**config.mk**
```make
export PLATFORM = sky130hd
export DESIGN_NAME = ad_serial_capture
export DESIGN_NICKNAME = d
export VERILOG_FILES = /design/src/rtl/ad_pkg.sv /design/src/rtl/ad_sclk_gen.sv /design/src/rtl/ad_serial_capture.sv
export SDC_FILE = /design/constraint.sdc
export NUM_CORES = 1
export LEC_CHECK = 0
export CORE_AREA = 2 2 62 64
export DETAILED_ROUTE_END_ITERATION = 8
export DIE_AREA = 0 0 64 66
export PLACE_DENSITY = 0.8
export SYNTH_ARGS = -nofsm -noshare
export SYNTH_HDL_FRONTEND = slang
export SYNTH_SLANG_ARGS = --single-unit
```
**constraint.sdc**
```tcl
create_clock -name CLK_50M -period 4.55 [get_ports CLK_50M]
set_clock_uncertainty 0.1 [all_clocks]
set_input_delay 0.455 -clock CLK_50M [delete_from_list [all_inputs] [get_ports CLK_50M]]
set_output_delay 0.455 -clock CLK_50M [all_outputs]
set_load 0.01 [all_outputs]
```
**src/rtl/ad_pkg.sv**
```systemverilog
// Shared types and default timing for the serial ADC capture front end.
// Defaults assume a 50 MHz system clock and a TLC549-class converter.
package ad_pkg;

  localparam int AD_DATA_W       = 8;
  localparam int AD_HALF_CYCLES  = 25;
  localparam int AD_SETUP_CYCLES = 75;
  localparam int AD_CONV_CYCLES  = 850;

  typedef enum logic [1:0] {
    S_IDLE  = 2'd0,
    S_SETUP = 2'd1,
    S_SHIFT = 2'd2,
    S_CONV  = 2'd3
  } ad_state_e;

  function automatic int max3(input int a, input int b, input int c);
    int m;
    m = (a > b) ? a : b;
    return (m > c) ? m : c;
  endfunction

endpackage

```
**src/rtl/ad_sclk_gen.sv**
```systemverilog
// AD_CLK generator: 8 bits, each HALF_CYCLES low then HALF_CYCLES high.
// i_start launches a burst; o_done marks the last cycle of the 8th high phase.
module ad_sclk_gen
  import ad_pkg::*;
#(
  parameter int HALF_CYCLES = AD_HALF_CYCLES
) (
  input  logic clk,
  input  logic rst_n,
  input  logic i_start,
  output logic o_sclk,
  output logic o_rise,
  output logic o_done
);

  localparam int                CW        = $clog2(HALF_CYCLES + 1);
  localparam logic [CW-1:0]     HALF_LAST = CW'(HALF_CYCLES - 1);

  logic          r_active;
  logic          r_phase;
  logic [2:0]    r_bit_cnt;
  logic [CW-1:0] r_cnt;
  logic          r_sclk;
  logic          r_rise;
  logic          w_phase_end;

  assign w_phase_end = r_active && (r_cnt == HALF_LAST);
  assign o_done      = w_phase_end && r_phase && (r_bit_cnt == 3'd7);
  assign o_sclk      = r_sclk;
  assign o_rise      = r_rise;

  always_ff @(posedge clk or negedge rst_n) begin
    if (!rst_n) begin
      r_active  <= 1'b0;
      r_phase   <= 1'b0;
      r_bit_cnt <= 3'd0;
      r_cnt     <= '0;
      r_sclk    <= 1'b0;
      r_rise    <= 1'b0;
    end else begin
      r_rise <= 1'b0;
      if (i_start) begin
        r_active  <= 1'b1;
        r_phase   <= 1'b0;
        r_bit_cnt <= 3'd0;
        r_cnt     <= '0;
        r_sclk    <= 1'b0;
      end else if (r_active) begin
        if (!w_phase_end) begin
          r_cnt <= r_cnt + CW'(1);
        end else begin
          r_cnt <= '0;
          if (!r_phase) begin
            r_phase <= 1'b1;
            r_sclk  <= 1'b1;
            r_rise  <= 1'b1;
          end else begin
            r_phase <= 1'b0;
            r_sclk  <= 1'b0;
            // Bit counter parks at 7 once the burst ends; i_start rearms it.
            if (r_bit_cnt == 3'd7) r_active <= 1'b0;
            else                   r_bit_cnt <= r_bit_cnt + 3'd1;
          end
        end
      end
    end
  end

endmodule

```
**src/rtl/ad_serial_capture.sv**
```systemverilog
// TLC549-style serial ADC front end: CS/clock sequencing, deserialisation,
// and a registered sample presented on the AD_CS rising edge.
module ad_serial_capture
  import ad_pkg::*;
#(
  parameter int HALF_CYCLES  = AD_HALF_CYCLES,
  parameter int SETUP_CYCLES = AD_SETUP_CYCLES,
  parameter int CONV_CYCLES  = AD_CONV_CYCLES
) (
  input  logic                 CLK_50M,
  input  logic                 RST_N,
  input  logic                 enable,
  input  logic                 AD_DOUT,
  output logic                 AD_CS,
  output logic                 AD_CLK,
  output logic [AD_DATA_W-1:0] out_ad_data,
  output logic                 sample_valid,
  output logic                 busy
);

  localparam int               CNT_W      = $clog2(max3(SETUP_CYCLES, HALF_CYCLES, CONV_CYCLES) + 1);
  localparam logic [CNT_W-1:0] SETUP_LAST = CNT_W'(SETUP_CYCLES - 1);
  localparam logic [CNT_W-1:0] CONV_LAST  = CNT_W'(CONV_CYCLES - 1);

  ad_state_e              r_state;
  ad_state_e              w_next_state;
  logic [CNT_W-1:0]       r_cnt;
  logic                   r_din_s1;
  logic                   r_din_s2;
  logic [AD_DATA_W-1:0]   r_shreg;
  logic [AD_DATA_W-1:0]   r_data;
  logic                   r_valid;
  logic                   r_cs;
  logic                   r_busy;
  logic                   r_discard;
  logic                   w_start;
  logic                   w_sclk;
  logic                   w_rise;
  logic                   w_done;
  logic                   w_capture;
  logic [AD_DATA_W-1:0]   w_shreg_next;

  ad_sclk_gen #(.HALF_CYCLES(HALF_CYCLES)) u_sclk_gen (
    .clk     (CLK_50M),
    .rst_n   (RST_N),
    .i_start (w_start),
    .o_sclk  (w_sclk),
    .o_rise  (w_rise),
    .o_done  (w_done)
  );

  // Forwarding the pending shift keeps the capture correct even when HALF_CYCLES=1.
  assign w_shreg_next = w_rise ? {r_shreg[AD_DATA_W-2:0], r_din_s2} : r_shreg;
  assign w_capture    = (r_state == S_SHIFT) && w_done;

  always_comb begin
    w_next_state = r_state;
    w_start      = 1'b0;
    case (r_state)
      S_IDLE:  if (enable) w_next_state = S_SETUP;
      S_SETUP: if (r_cnt == SETUP_LAST) begin
                 w_next_state = S_SHIFT;
                 w_start      = 1'b1;
               end
      S_SHIFT: if (w_done) w_next_state = S_CONV;
      S_CONV:  if (r_cnt == CONV_LAST) w_next_state = enable ? S_SETUP : S_IDLE;
      default: w_next_state = S_IDLE;
    endcase
  end

  always_ff @(posedge CLK_50M or negedge RST_N) begin
    if (!RST_N) begin
      r_state   <= S_IDLE;
      r_cnt     <= '0;
      r_din_s1  <= 1'b0;
      r_din_s2  <= 1'b0;
      r_shreg   <= '0;
      r_data    <= '0;
      r_valid   <= 1'b0;
      r_cs      <= 1'b1;
      r_busy    <= 1'b0;
      r_discard <= 1'b1;
    end else begin
      r_state  <= w_next_state;
      r_din_s1 <= AD_DOUT;
      r_din_s2 <= r_din_s1;

      if (r_state != w_next_state)                      r_cnt <= '0;
      else if (r_state == S_SETUP || r_state == S_CONV) r_cnt <= r_cnt + CNT_W'(1);

      if (w_rise) r_shreg <= w_shreg_next;

      // Outputs decode the next state so they line up with the state register.
      r_cs    <= (w_next_state == S_IDLE) || (w_next_state == S_CONV);
      r_busy  <= (w_next_state != S_IDLE);
      r_valid <= w_capture && !r_discard;
      if (w_capture && !r_discard) r_data <= w_shreg_next;

      // The converter returns the previous result, so the first frame after a restart is stale.
      if (w_capture && r_discard)                          r_discard <= 1'b0;
      else if (r_state == S_CONV && w_next_state == S_IDLE) r_discard <= 1'b1;
    end
  end

  assign AD_CS        = r_cs;
  assign AD_CLK       = w_sclk;
  assign out_ad_data  = r_data;
  assign sample_valid = r_valid;
  assign busy         = r_busy;

endmodule

```
==> results.py <==
metrics = {
    "setup_path": {
        "endpoint_kind": "flop",
        "critPathBufInv": 1,
        "crit_family": "simple AND/OR/NAND/NOR gates",
        "startpoint_type": "flop",
        "crit_chain": "inv_1 > ha_1 > and3_1 > and2_1 > or4_1 > ha_1 > a21oi_1 > nor2_1",
        "worst-setup-path-type": "reg2reg",
        "crit_fanout": 15,
        "max_stage_delay_ns": 0.59,
        "crit_path_frequent_cell": "ha_1",
        "critPathSlowestCell": "or4_1",
        "worstPathArrival_ns": 2.57,
        "cp.required_ns": 4.73,
    },
    "placement": {
        "post-place-ws_ns": 2.19,
        "place.gp.congestion": 0.840,
        "io_buffers": 15,
        "place_area_sq_um": 2230,
        "post-dp-hpwl_mm": 2.41,
    },
    "clocking": {
        "htreeDepth": 2,
        "cts_buffer_depth": 2,
        "cts.clk_slew.worst_paths_ns": 0.12,
        "cts.sinks": 45,
        "post_cts.repair.setup_buffers": 0,
        "clk_latency_ns": 0.34,
        "hold_buffers": 0,
        "cts-resized-gates": 0,
        "cts-root-buf": "clkbuf_4",
        "cts_tree": "built",
        "numCtsBuffers": 5,
    },
    "cells_and_area": {
        "final_common_cell": "dfrtp_1",
        "diodes": 0,
        "final_cell_mix": "dfrtp_1, mux2_2, clkdlybuf4s50_1, nor3_1, nor2_1",
        "layout.nets": 201,
        "syn_to_final_growth_pct": 11.1,
        "fill_cells": 249,
        "drive_above_1_share": 0.148,
        "stdcell_area_sq_um": 2300,
    },
    "grt": {
        "grt_remaining_overflow": 0,
        "antenna_found_initial": 0,
        "grt_pass1_wl_mm": 6.09,
        "grt_start_max_net_pins": 46,
        "grt_usage": 0.186,
        "grt_pass1_vias": 1341,
    },
    "sta": {
        "period_share": 0.526,
        "fin_ws_ns": 2.16,
        "finalSetupTns_ns": 0,
        "final_max_slew_viol_count": 0,
        "max_slew.worst_pin.slew_ns": 0.937,
        "hold_violations": 0,
        "relSlewSlack": 0.375,
        "setup_violations": 0,
        "fmax_mhz": 418,
        "period_needed_ns": 2.39,
        "rsz0062_at_grt": "false",
    },
    "die": {
        "start_util": 0.584,
        "die_h_um": 66,
        "die_w_um": 64,
        "ios": 16,
        "core_area_sq_um": 3550,
        "std_cell_rows": 22,
        "design.die.area_sq_um": 4220,
    },
    "synth": {
        "synth_edf_count": 0,
        "synth_top_area_share": 0.519,
        "ys_seq_area_frac": 0.544,
        "synthCells": 175,
        "synth_area_leaders": "dfrtp_1, mux2_2, ha_1",
        "ys_warn_count": 0,
        "avgSynthCellArea_sq_um": 11.8,
        "synth-seq-cells": 45,
        "yosysTopAreaCell": "dfrtp_1",
        "async_flop_share": 1.00,
        "synth.distinct_cells": 37,
        "syn_nets": 187,
        "synth_top_flop_cell": "dfrtp_1",
        "syn_area_sq_um": 2070,
    },
    "run_status": {
        "outcome": "finished, final reports clean",
    },
    "route": {
        "vias": 1320,
        "postRouteAntennaNets": 0,
        "drc": 0,
        "wl_per_cell_um": 14.3,
        "drtPass1Iterations": 4,
        "wirelength_mm": 3.39,
        "avgViaCountPerCell": 5.57,
        "drtIter0Drc": 127,
    },
    "power_and_ir_drop": {
        "power_leakage_uw": 0.00111,
        "power.density_nw_per_um2": 393,
        "ir_drop_mv": 0.244,
    },
    "job": {
        "cap_violations": 0,
    },
    "hold_path": {
        "hp-class": "in2async",
    },
}
worst register-to-register path, cell delays in order (launching register included):
cell     delay, ns
dfrtp_1       0.49
inv_1         0.07
ha_1          0.19
and3_1        0.17
and2_1        0.32
or4_1         0.59
ha_1          0.21
a21oi_1       0.14
nor2_1        0.06
routing by layer:
layer | GRT usage | share of wire
met2 | 0.322 | 0.48
met3 | 0.0341 | 0.035
met5 | 0 | 0
met1 | 0.232 | 0.48
met4 | 0.0707 | 0.011
where the power goes:
| group | switching [uW] | internal, uW |
|---|---|---|
| registers | 68.5 | 449 |
| logic | 80.9 | 79.7 |
| clock network | 116 | 112 |
| total | 266 | 640 |
through the flow:
| step | util | total power [uW] | cells | hold slack [ns] |
|---|---|---|---|---|
| floorplan | - | 636 | 175 | 0.0594 |
| global placement | 0.628 | 673 | 230 | 0.235 |
| detailed placement | 0.628 | 685 | 230 | 0.241 |
| CTS | 0.649 | 913 | 237 | 0.172 |
| global route | 0.649 | 969 | 237 | 0.217 |
| finish | 0.649 | 906 | 237 | 0.143 |
path summary, 6_finish.rpt:
| path | slack [ns] | from | endpoint | depth (start not counted) |
|---|---|---|---|---|
| worst max register to register | 2.16 | r_cnt[0]$_DFFE_PN0P_ | r_discard$_DFFE_PN1P_ | 8 |
| worst min-delay path | 0.14 | RST_N | out_ad_data[7]$_DFFE_PN0P_ | 1 |
| worst max-delay path | 2.16 | r_cnt[0]$_DFFE_PN0P_ | r_discard$_DFFE_PN1P_ | 8 |
| max in group asynchronous | 3.63 | RST_N | r_state[0]$_DFF_PN0_ | 1 |
| worst min register to register | 0.26 | r_din_s1$_DFF_PN0_ | r_din_s2$_DFF_PN0_ | 0 |
| min in group CLK_50M | 0.26 | r_din_s1$_DFF_PN0_ | r_din_s2$_DFF_PN0_ | 0 |
synth_stat cells, types with 2 or more instances:
cell	instances
a21o_1	2
a21oi_1	7
and2_1	2
and3_1	4
and4b_1	2
buf_2	2
buf_6	2
clkbuf_1	4
dfrtp_1	43
dfstp_2	2
ha_1	8
inv_1	7
mux2_2	16
mux2i_1	4
nand2_1	7
nand2b_1	3
nand3_1	4
nand4_1	6
nor2_1	10
nor3_1	13
nor4_1	2
xnor2_1	7
xor2_1	4
flip-flops by register name, indices dropped and copies added, names as in the netlist:
register	count
r_cnt	10
busy	1
u_sclk_gen.o_rise	1
r_state	2
r_discard	1
sample_valid	1
u_sclk_gen.o_sclk	1
u_sclk_gen.r_bit_cnt	3
r_din_s1	1
r_din_s2	1
out_ad_data	8
r_shreg	8
u_sclk_gen.r_cnt	5
u_sclk_gen.r_active	1
AD_CS	1
cell type report:
class                           count  area (sq um)  area share
Sequential cell                    45          1130       0.490
Multi-Input combinational cell    115           871       0.378
Timing Repair Buffer               15           145      0.0630
Tap cell                           48          60.1      0.0261
Clock buffer                        5          37.5      0.0163
Clock inverter                      2          35.0      0.0152
Inverter                            7          26.3      0.0114
logic make-up after synthesis:
logic type	count (synthesis)	share of synthesized area
compound gates	16	0.0513
xor+xnor	11	0.0465
simple gates	60	0.168
flops	45	0.544
mux	20	0.106
buf+inv	15	0.0356
fa+ha+maj	8	0.0483
No activity file was read; power rests on OpenSTA's default activity.
